<file path="config.mk">
export PLATFORM = sky130hd
export DESIGN_NAME = mem_ref_datapath
export DESIGN_NICKNAME = d
export VERILOG_FILES = /design/src/rtl/mem_ref_datapath.sv
export SDC_FILE = /design/constraint.sdc
export NUM_CORES = 1
export LEC_CHECK = 0
export ABC_AREA = 1
export BUFFER_PORTS_ARGS = -buffer_cell sky130_fd_sc_hd__buf_2
export CELL_PAD_IN_SITES_DETAIL_PLACEMENT = 2
export CELL_PAD_IN_SITES_GLOBAL_PLACEMENT = 2
export CORE_ASPECT_RATIO = 0.6
export CORE_UTILIZATION = 29
export DETAILED_ROUTE_END_ITERATION = 6
export PLACE_DENSITY_LB_ADDON = 0.1
export SLEW_MARGIN = 20
export SYNTH_ARGS = -nofsm -noshare
export SYNTH_HDL_FRONTEND = slang
export SYNTH_SLANG_ARGS = --single-unit
export TNS_END_PERCENT = 20
</file>
<file path="constraint.sdc">
create_clock -name clk -period 3.6 [get_ports clk]
set_input_delay 0.72 -clock clk [delete_from_list [all_inputs] [get_ports clk]]
set_output_delay 0.72 -clock clk [all_outputs]
set_load 0.02 [all_outputs]
</file>
<file path="src/rtl/mem_ref_datapath.sv">
// mem_ref_datapath: Mano memory-reference datapath with request/ack handshake; define MEM_TIMEOUT_EN to abort stuck accesses.
module mem_ref_datapath #(
  parameter int DW = 16,
  parameter int AW = 12,
  parameter int TIMEOUT_CYCLES = 64
) (
  input  logic          clk,
  input  logic          reset,
  input  logic          ctrl_valid,
  input  logic [16:0]   ctrl,
  output logic          stall,
  output logic [2:0]    opcode,
  output logic          ind,
  output logic          mem_req,
  output logic          mem_we,
  output logic [AW-1:0] mem_addr,
  output logic [DW-1:0] mem_wdata,
  input  logic [DW-1:0] mem_rdata,
  input  logic          mem_ack,
  output logic [DW-1:0] ac_out,
  output logic [AW-1:0] pc_out,
  output logic          e_out,
  output logic          err
);
  typedef enum logic {IDLE, MEM_WAIT} state_t;
  state_t state, state_n;
  logic [14:0] ctrl_q, w;
  logic [AW-1:0] ar, pc, ar_n, pc_n;
  logic [DW-1:0] ir, dr, ac, ir_n, dr_n, ac_n;
  logic [DW:0] sum;
  logic e, e_n, idle, illegal, is_mem, ok, start, commit, timeout;
  logic unused_bits;
  function automatic logic multi(input logic [3:0] v);
    return (v & (v - 4'd1)) != 4'd0;
  endfunction
  assign illegal = multi(ctrl[8:5]) | multi({1'b0, ctrl[2:0]}) | (ctrl[3] & ctrl[4])
                 | multi(ctrl[12:9]) | (ctrl[6] & ctrl[13]);
  assign is_mem = |ctrl[8:5];
  assign idle = state == IDLE;
  assign ok = ctrl_valid & !illegal;
  assign unused_bits = ^{ctrl[16:15], w[8:7]};
`ifdef MEM_TIMEOUT_EN
  localparam int CW = $clog2(TIMEOUT_CYCLES + 1);
  logic [CW-1:0] cnt;
  assign timeout = !idle && !mem_ack && cnt == CW'(TIMEOUT_CYCLES - 1);
  always_ff @(posedge clk or posedge reset)
    if (reset) cnt <= '0;
    else cnt <= idle ? '0 : cnt + 1'b1;
`else
  assign timeout = 1'b0;
`endif
  always_comb begin
    w = idle ? ctrl[14:0] : ctrl_q;
    start = idle & ok & is_mem;
    commit = idle ? ok & !is_mem : mem_ack;
    stall = idle ? start : !mem_ack & !timeout;
    state_n = idle ? (start ? MEM_WAIT : IDLE) : (mem_ack | timeout ? IDLE : MEM_WAIT);
  end
  always_comb begin
    sum = {1'b0, ac} + {1'b0, dr};
    ar_n = w[0] ? pc : w[1] ? ir[AW-1:0] : w[2] ? ar + 1'b1 : ar;
    pc_n = w[3] ? ar : w[4] ? pc + 1'b1 : pc;
    ir_n = w[5] ? mem_rdata : ir;
    dr_n = w[6] ? mem_rdata : w[13] ? '0 : dr;
    ac_n = w[9] ? ac & dr : w[10] ? sum[DW-1:0] : w[11] ? dr : w[12] ? '0 : ac;
    e_n = w[10] ? sum[DW] : w[14] ? 1'b0 : e;
  end
  always_ff @(posedge clk or posedge reset)
    if (reset) begin
      state <= IDLE;
      ctrl_q <= '0;
      ar <= '0;
      pc <= '0;
      ir <= '0;
      dr <= '0;
      ac <= '0;
      e <= 1'b0;
      err <= 1'b0;
      mem_req <= 1'b0;
      mem_we <= 1'b0;
      mem_addr <= '0;
      mem_wdata <= '0;
    end else begin
      state <= state_n;
      if (commit) begin
        ar <= ar_n;
        pc <= pc_n;
        ir <= ir_n;
        dr <= dr_n;
        ac <= ac_n;
        e <= e_n;
      end
      if ((idle & ctrl_valid & illegal) | timeout) err <= 1'b1;
      if (start) begin
        ctrl_q <= ctrl[14:0];
        mem_req <= 1'b1;
        mem_addr <= ar;
        mem_we <= ctrl[7] | ctrl[8];
        mem_wdata <= ctrl[8] ? {{(DW-AW){1'b0}}, pc} : ac;
      end else if (!idle & (mem_ack | timeout)) mem_req <= 1'b0;
    end
  assign opcode = ir[DW-2:DW-4];
  assign ind = ir[DW-1];
  assign ac_out = ac;
  assign pc_out = pc;
  assign e_out = e;
endmodule
</file>
* Word level (Yosys, flattened, before mapping)
Index checks and enable logic that the tools add are counted.
** Storage, ports and cells
- Bits in registers :: 120
- Bits of input ports :: 37
- Word-level logic and storage cells :: 79
- Output and inout port bits :: 65
** Cells by class
- Mux-type cells :: 22
- Reductions and logical operators :: 19
- Add/sub/neg operators :: 6
- Bitwise logic cells :: 19
** Operators with widths (count)
- $mux W16 :: 7
- $mux W12 :: 5
- $add A12 B1 Y12 const B :: 2
- $add A16 B16 Y17 :: 1
- $and A16 B16 Y16 :: 1
- $reduce_bool A4 Y1 :: 4
- $mux W15 :: 1
- $reduce_and A2 Y1 :: 6
- $and A1 B1 Y1 :: 9
- $mux W1 :: 9
- $and A4 B4 Y4 :: 2
- $reduce_bool A2 Y1 :: 4
- $sub A4 B1 Y4 const B :: 2
- $or A1 B1 Y1 :: 5
- $and A3 B4 Y4 :: 1
- $reduce_or A4 Y1 :: 1
- $sub A3 B1 Y4 const B :: 1
- $logic_not A1 Y1 :: 3
- $reduce_bool A3 Y1 :: 1
- $not A1 Y1 :: 1

* Logic depth before layout (Yosys ltp)
Gate-level depths: netlist of run 1.
- Depth in word-level cells :: 13
- Mapped depth :: 14
- Gate-level depth less buffers :: 14

* Least setup slack after synthesis of run 1
Ideal clock, no wire load.
- Path kind :: input -> output
- Start :: input ctrl[8]
- End :: output stall
- Data required time :: 2880 ps
- Path buffers :: 2
- Stages on the path :: 8
- Arrival :: 1838 ps
- Slack :: 1042 ps
- Cell sequence :: buf_6 > nor2_4 > nor2_1 > nor2_1 > and2_1 > nand3_1 > clkbuf_1 > o21ai_0
** Between the ends
- Cells in the longest elaborated chain, start to end :: 12
- Elaborated cells on any way between the ends :: 13
- Classes of those cells :: 1 x add/sub; 1 x mux; 8 x bitwise; 3 x reduce/logical
** RTL lines
- from (decl) :: RTL line 10 : input logic [16:0] ctrl,
- $sub A4 B1 Y4 :: RTL line 34 : return (v & (v - 4'd1)) != 4'd0;
- $and A4 B4 Y4 :: RTL line 34
- $reduce_bool A4 Y1 :: RTL line 34
- $or A1 B1 Y1 (2 in series) :: RTL line 36 : assign illegal = multi(ctrl[8:5]) | multi({1'b0, ctrl[2:0]}) | (ctrl[3] & ctrl[4])
- $or A1 B1 Y1 (2 in series) :: RTL line 37 : | multi(ctrl[12:9]) | (ctrl[6] & ctrl[13]);
- $logic_not A1 Y1 :: RTL line 40 : assign ok = ctrl_valid & !illegal;
- $and A1 B1 Y1 :: RTL line 40
- $and A1 B1 Y1 :: RTL line 54 : start = idle & ok & is_mem;
- $and A1 B1 Y1 (*) :: RTL line 54
- $mux W1 (*) :: RTL line 56 : stall = idle ? start : !mem_ack & !timeout;
- to (decl) :: RTL line 11 : output logic stall,
Mark *: on every way between the ends. The rest lies on a longest branch, timed or not.

* Final worst setup path of run 1
- Start :: input ctrl[10]
- End :: output stall
** Between the ends
- Cells in the longest elaborated chain, start to end :: 10
** RTL lines (RTL line)
- $sub A4 B1 Y4 :: 34
- $and A4 B4 Y4 (*) :: 34
- $reduce_bool A4 Y1 (*) :: 34
- $or A1 B1 Y1 (*) (2 in series) :: 37
- $logic_not A1 Y1 (*) :: 40
- $and A1 B1 Y1 (*) :: 40
- $and A1 B1 Y1 (*) (2 in series) :: 54
- $mux W1 (*) :: 56
Marked as above.

==> reports/qor.log, run 1 <==
qor: timing.finalClockSkew 10.9 ps
qor: critical_path.ff2ff_path_depth 7
qor: timing.hold_viol 0
qor: cts.clock-root-buffer clkbuf_16
qor: cts.cts.clk_slew.worst_paths 60 ps
qor: cts.numClockSinks 118
qor: routing.drtIter0Drc 280
qor: finish.mostFrequentLayoutCells nand2_1 (296), o21ai_0 (118), dfrtp_1 (118), inv_1 (107), buf_2 (99)
qor: placed_design.gp_routability_congestion 0.831
qor: yosys.synth_enable_flop_cells 0
qor: cts.cts_tree built
qor: placed_design.dp_worst_setup_slack 838 ps
qor: finish.finalInstanceArea 0.00834 mm²
qor: yosys.mappedNetlistArea 0.00688 mm²
qor: routing.final_antenna_net_count 0
qor: power_and_ir_drop.vdd_drop_max 248 µV
qor: power_and_ir_drop.static-leakage-power 4.36 nW
qor: finish.finalCoreUtilization 36.0%
qor: timing.layout_worst_path_cycle_share 77.0%
qor: critical_path.ff2ff_setup_slack 1290 ps
qor: routing.routed_wire_length_per_instance 19.8 µm
qor: cts.cts-resized-gates 0
qor: routing.wirelength 27.0 mm
qor: finish.layout-drive-gt1-share 15.3%
qor: timing.timing.final.setup_violations 0
qor: routing.drc 0
qor: yosys.synthesis.nets 1001
qor: finish.syn_to_final_growth 21.2%
qor: timing.report.final.slew_viol_count 0
qor: timing.fin_ws 830 ps
qor: finish.final_cell_count_no_fill 1368
qor: die.fp.dieH 121 µm
qor: timing.period_needed 2770 ps
qor: hold_path.worst_hold_path_type primary input to asynchronous set/reset pin
qor: timing.relSlewSlack 37.6%
qor: critical_path.worstReg2RegStart state
qor: placed_design.dpl_cell_area 0.00768 mm²
qor: cts.clock_latency 430 ps
qor: timing.post_route_setup_tns 0 ps
qor: timing.grt_setup_unrepaired false
qor: die.floorplan.initialDensity 29.7%
qor: cts.htree_levels 4
qor: yosys.synth_async_sr_flop_share 100%
qor: flow_run.max_cap_viol_count 0
qor: critical_path.worst-path-max-fanout 4
qor: placed_design.port_buffers 99
qor: grt.global_route.overflow_total 0
qor: die.floorplan.die.width 201 µm
qor: status.run_status complete, no violations
qor: cts.postCtsHoldBufs 0
qor: routing.via_per_inst 4.93
qor: critical_path.endpoint_kind primary output
qor: grt.track_usage 23.4%
qor: critical_path.critical_setup_path_class primary input to primary output
qor: grt.grt_first_pass_wirelength 42.6 mm
qor: routing.drt-pass1-iter-count 4
qor: timing.fmax 361 MHz
qor: placed_design.place.detailed.hpwl 20.2 mm
qor: power_and_ir_drop.power_per_cell_area 698 mW/mm²
qor: die.rows 43
qor: yosys.yosys_most_used_dff dfrtp_1
qor: yosys.synth.lib_cells_used.distinct 41
qor: critical_path.timing.critical_path.from_type primary input
qor: die.die_area 0.0244 mm²
qor: finish.mostFrequentLayoutCell nand2_1
qor: critical_path.critical_path_required 2880 ps
qor: placed_design.placed_cells_incl_taps 1335
qor: critical_path.reg2reg_to pc_out[10]
qor: grt.largest_net_degree_at_the_start_of_global_routing 83
qor: yosys.yosysWarningCount 0
qor: die.io-pin-count 102
qor: yosys.synth.yosys.seq_area_share 42.9%
qor: routing.via_count 6738
qor: yosys.syn_inst 945
qor: finish.finish.net_count 1095
qor: critical_path.worst-endpoint-arrival 2050 ps
qor: yosys.synth-seq-cells 118
qor: yosys.postSynthAreaPerCell 7.28 µm²
qor: die.floorplan.core_area 0.0232 mm²
qor: grt.first_global_vias 7174
qor: cts.ctsLongestPathBuffers 2
qor: cts.post-cts-setup-buffers 0
qor: timing.tightestPinTransition 934 ps
qor: cts.numCtsBuffers 17
qor: grt.antenna_found_initial 3
synthesized netlist by cell type (all sizes together), types with 6 or more instances:
master / number / area, µm²
dfrtp: 118 / 2950
nand2: 299 / 1130
mux2i: 7 / 70.1
buf: 22 / 151
ha: 18 / 225
nand4: 6 / 50.0
xor2: 7 / 61.3
nor3: 8 / 40.0
inv: 111 / 419
nand3: 45 / 225
a22oi: 6 / 45.0
a21oi: 42 / 210
clkbuf: 14 / 52.6
o21ai: 148 / 771
nor2: 69 / 269
cell families (layout without fill, tap and decap cells):
group                      Yosys count  after routing  share of synthesized area (%)
and+or+nand+nor                    436            436                           25.9
AOI/OAI and AO/OA                  210            210                           16.5
buffers and inverters              147            254                           9.06
DFF                                118            118                           42.9
adders and majority gates           19             19                           3.57
xor gates and xnor gates             8              8                           1.02
muxes                                7              7                           1.02
other                                0              1                              0
worst max-delay path by stage:
stage / start / to / slack, ps / cells past startpoint
floorplan: ctrl[8] / stall / 1040 / 8
global placement: ctrl[1] / stall / 900 / 10
detailed placement: ctrl[10] / stall / 840 / 10
CTS: ctrl[10] / stall / 820 / 10
global route: ctrl[8] / stall / 690 / 10
finish: ctrl[10] / stall / 830 / 10
worst max-delay path, stage by stage:
cell and delay (ps):
buf_2 110, inv_1 110, nand2_1 90, nor2_1 100, nor2_1 60, nor2_1 160, and2_1 240, nand3_2 90
o21ai_0 150, buf_2 230
state kept, by name, summed over array words and instances (netlist names):
signal	count
mem_req	1
e_out	1
mem_addr	12
ir	16
ctrl_q	13
ac_out	16
err	1
dr	16
mem_wdata	16
mem_we	1
ar	12
state	1
pc_out	12
area by class of cell:
| cell class | count | area [µm²] |
|---|---|---|
| sequential | 118 | 2950 |
| inverter | 111 | 423 |
| multi-input combinational | 680 | 3310 |
| clock inverter | 9 | 170 |
| antenna | 1 | 2.50 |
| clock buffer | 23 | 488 |
| fill | 2738 | 14900 |
| timing repair buffer | 111 | 598 |
| tap | 315 | 394 |
where the power goes:
group	internal (mW)	leakage (nW)	total [mW]	switching, mW
Combinational	0.602	2.51	1.81	1.21
Clock	1.30	0.327	1.96	0.664
Sequential	1.66	1.52	2.04	0.384
Total	3.56	4.36	5.82	2.26
per-stage QoR:
step	hold slack [ps]	power [mW]
global placement	450	3.81
finish	456	5.82
CTS	481	5.88
floorplan	434	3.13
global route	505	6.19
detailed placement	465	3.86
metal layers:
metal,share of wire (%),track usage [%],vias up
met4,1.1,6.15,4
met1,54,35.0,3351
met5,0.085,0,-
met2,40,33.7,116
li1,-,-,3240
met3,4.9,4.91,27
Power figures use the tool's default switching activity.
==> inputs of run 2 (changes only) <==
--- a/config.mk
+++ b/config.mk
@@ -5,12 +5,12 @@
 export SDC_FILE = /design/constraint.sdc
 export NUM_CORES = 1
 export LEC_CHECK = 0
-export ABC_AREA = 1
+export ABC_AREA = 0
 export BUFFER_PORTS_ARGS = -buffer_cell sky130_fd_sc_hd__buf_2
 export CELL_PAD_IN_SITES_DETAIL_PLACEMENT = 2
 export CELL_PAD_IN_SITES_GLOBAL_PLACEMENT = 2
 export CORE_ASPECT_RATIO = 0.6
-export CORE_UTILIZATION = 29
+export CORE_UTILIZATION = 36
 export DETAILED_ROUTE_END_ITERATION = 6
 export PLACE_DENSITY_LB_ADDON = 0.1
 export SLEW_MARGIN = 20
==> constraint.sdc (replaced) <==
create_clock -name clk -period 2.85 [get_ports clk]
set_input_delay 0.57 -clock clk [delete_from_list [all_inputs] [get_ports clk]]
set_output_delay 0.57 -clock clk [all_outputs]
set_load 0.02 [all_outputs]
==> reports/qor.log, run 2 <==
qor: grt.first_global_vias 6602
qor: placed_design.place.detailed.hpwl 16.8 mm
qor: grt.track_usage 27.1%
qor: critical_path.worst-endpoint-arrival 2180 ps
qor: timing.tightestPinTransition 960 ps
qor: timing.grt_setup_unrepaired false
qor: finish.final-seq-area 0.00295 mm²
qor: yosys.yosys.area.top_type dfrtp_1
qor: flow_run.max_cap_viol_count 0
qor: yosys.synthesis.nets 745
qor: finish.finalInstanceArea 0.00790 mm²
qor: power_and_ir_drop.swShare 34.1%
qor: critical_path.worst-path-max-fanout 11
qor: timing.period_needed 2750 ps
qor: routing.via_count 6029
qor: die.fp.dieH 107 µm
qor: placed_design.placed_cells_incl_taps 1001
qor: power_and_ir_drop.overall_power_consumption 5.58 mW
qor: power_and_ir_drop.power_per_cell_area 706 mW/mm²
qor: critical_path.timing.critical_path.from_type register
qor: timing.fin_hold_ws 318 ps
qor: power_and_ir_drop.static-leakage-power 3.90 nW
qor: die.die_area 0.0188 mm²
qor: critical_path.critPathTopFamily simple AND/OR/NAND/NOR gates
qor: power_and_ir_drop.cell_internal_pwr 3.67 mW
qor: finish.mostFrequentLayoutCell nand2_1
qor: critical_path.critical_path_required 2280 ps
qor: timing.fin_ws 95.9 ps
qor: critical_path.critical-path-top-cell-by-count nand2_1
qor: timing.layout_worst_path_cycle_share 96.6%
qor: routing.final_antenna_net_count 0
qor: critical_path.critical_setup_path_class register to primary output
qor: yosys.yosysWarningCount 0
qor: yosys.yosys.area.top_type_share 45.0%
qor: finish.mostFrequentLayoutCells nand2_1 (124), dfrtp_1 (117), buf_2 (99), o21ai_0 (55), a21oi_1 (54)
qor: critical_path.endpoint_kind primary output
qor: die.floorplan.core_area 0.0175 mm²
qor: routing.drtIter0Drc 326
qor: routing.via_per_inst 5.84
qor: power_and_ir_drop.netSwitchingPower 1.90 mW
qor: critical_path.critical_path_cell_by_cell inv_1, nand2_1, nor4_4, nand2_1, o21ai_0, buf_2
qor: finish.final.fill_count 1886
qor: placed_design.dpl_cell_area 0.00733 mm²
qor: grt.largest_net_degree_at_the_start_of_global_routing 119
qor: timing.finalClockSkew 11.0 ps
qor: placed_design.port_buffers 99
qor: critical_path.max_stage_delay 510 ps
qor: routing.drt-pass1-iter-count 4
qor: grt.global_route.overflow_total 0
qor: critical_path.critical_path_cell_count 6
qor: timing.report.final.slew_viol_count 0
qor: yosys.synth.lib_cells_used.distinct 61
qor: finish.multi_input_comb_area 0.00336 mm²
qor: cts.ctsLongestPathBuffers 2
qor: grt.grt_first_pass_wirelength 38.0 mm
qor: die.rows 37
qor: grt.antenna_found_initial 0
qor: critical_path.path_buf_inv 2
qor: yosys.synthMostInstantiatedCell nand2_1
qor: placed_design.gp_routability_congestion 0.846
qor: cts.htree_levels 4
qor: critical_path.slowest_stage_cell_cp dfrtp_2
qor: finish.finish.net_count 842
qor: timing.relSlewSlack 36.0%
qor: cts.clock_latency 440 ps
qor: cts.numCtsBuffers 17
qor: cts.cts_tree built
qor: finish.syn_to_final_growth 20.4%
qor: timing.fmax 363 MHz
qor: die.floorplan.initialDensity 37.5%
qor: yosys.postSynthAreaPerCell 9.53 µm²
qor: cts.cts.clk_slew.worst_paths 60 ps
qor: die.io-pin-count 102
qor: cts.clock-root-buffer clkbuf_16
qor: hold_path.worst_hold_path_type primary input to asynchronous set/reset pin
qor: cts.post-cts-setup-buffers 0
qor: timing.timing.final.setup_violations 0
qor: finish.layout-drive-gt1-share 26.0%
qor: yosys.synth.top_cells.by_count nand2_1 (124), dfrtp_1 (118), o21ai_0 (55)
qor: yosys.synth_async_sr_flop_share 100%
qor: yosys.syn_inst 689
qor: yosys.synth_enable_flop_cells 0
qor: timing.post_route_setup_tns 0 ps
qor: placed_design.dp_worst_setup_slack 54.0 ps
qor: power_and_ir_drop.vdd_drop_max 424 µV
qor: critical_path.ff2ff_path_depth 8
qor: routing.drc 0
qor: routing.routed_wire_length_per_instance 23.3 µm
qor: routing.wirelength 24.0 mm
qor: power_and_ir_drop.power.clock.fraction 38.3%
qor: yosys.synth_top_area_cells dfrtp_1 (45%), nand2_1 (7.1%), mux2_2 (5.7%), o21ai_0 (4.2%), a21oi_1 (4.1%)
qor: yosys.yosys_most_used_dff dfrtp_1
qor: die.floorplan.die.width 176 µm
qor: yosys.synth.yosys.seq_area_share 45.0%
qor: yosys.mappedNetlistArea 0.00657 mm²
qor: yosys.synth-seq-cells 118
qor: finish.final_cell_count_no_fill 1033
qor: timing.hold_viol 0
qor: power_and_ir_drop.p_seq_share 39.7%
qor: status.run_status complete, no violations
qor: power_and_ir_drop.comb_power_share 22.1%
qor: finish.finalCoreUtilization 45.2%
qor: finish.antennaDiodeCount 0
qor: cts.numClockSinks 118
run 2: cell count changes after synthesis, sizes merged, moves of 13 or more:
cell    before  now
o21ai      148   59
nor2        69   26
mux2i        7   20
clkbuf      14   29
a211oi       0   16
nand2      299  124
mux2         0   33
inv        111   10
a22o         0   19
nand3       45   20
run 2: repair_timing:
action	4_1_cts	5_1_grt
setup endpoints to repair	1	0
gates resized for setup	2	0
endpoints found under the hold margin	0	0
hold buffers	0	0
run 2: final cells by class:
cell class | instances | share of cell area, %
clock buffers | 19 | 5.48
well taps | 234 | 3.70
multi-input cells | 516 | 42.5
repair buffers | 123 | 8.71
flip-flops and latches | 118 | 37.4
clock inverters | 13 | 1.69
inverters | 10 | 0.522
run 2: worst paths after layout:
kind	startpoint	endpoint	slack (ps)
min reg2reg	mem_addr[1]	mem_addr[1]	470
max reg2reg	ac_out[7]	ac_out[10]	190
max	state	stall	100
min in group clk	mem_rdata[12]	dr[12]	380
max in group asynchronous	reset	state	2010
min	reset	pc_out[5]	320
run 2: tightest hold or removal path, cell delays in order:
cell,delay (ps)
buf_2,110
clkinvlp_4,70
buf_12,470
run 2: kinds of logic after synthesis:
logic type | count (synthesis) | synth area share (%)
xor gates and xnor gates | 15 | 2.00
DFF | 118 | 45.0
AOI/OAI and AO/OA | 211 | 21.1
and+or+nand+nor | 218 | 15.3
adders and majority gates | 19 | 3.73
buffers and inverters | 55 | 4.12
muxes | 53 | 8.71
run 2: per-layer routing:
metal	track usage, %	wire length [µm]	vias up
met5	0	0	-
met4	8.00	283	0
met3	5.21	1240	29
met2	42.9	11200	180
met1	37.5	11300	3109
li1	-	-	2711
run 2: power groups by stage:
| stage | clock, mW | sequential [mW] | combinational (mW) |
|---|---|---|---|
| after detailed placement | 0 | 2.24 | 1.22 |
| after global routing | 2.24 | 2.25 | 1.35 |
| after CTS | 2.16 | 2.21 | 1.24 |
| final | 2.13 | 2.21 | 1.23 |
| after floorplan | 0 | 2.29 | 0.653 |
| after global placement | 0 | 2.22 | 1.14 |
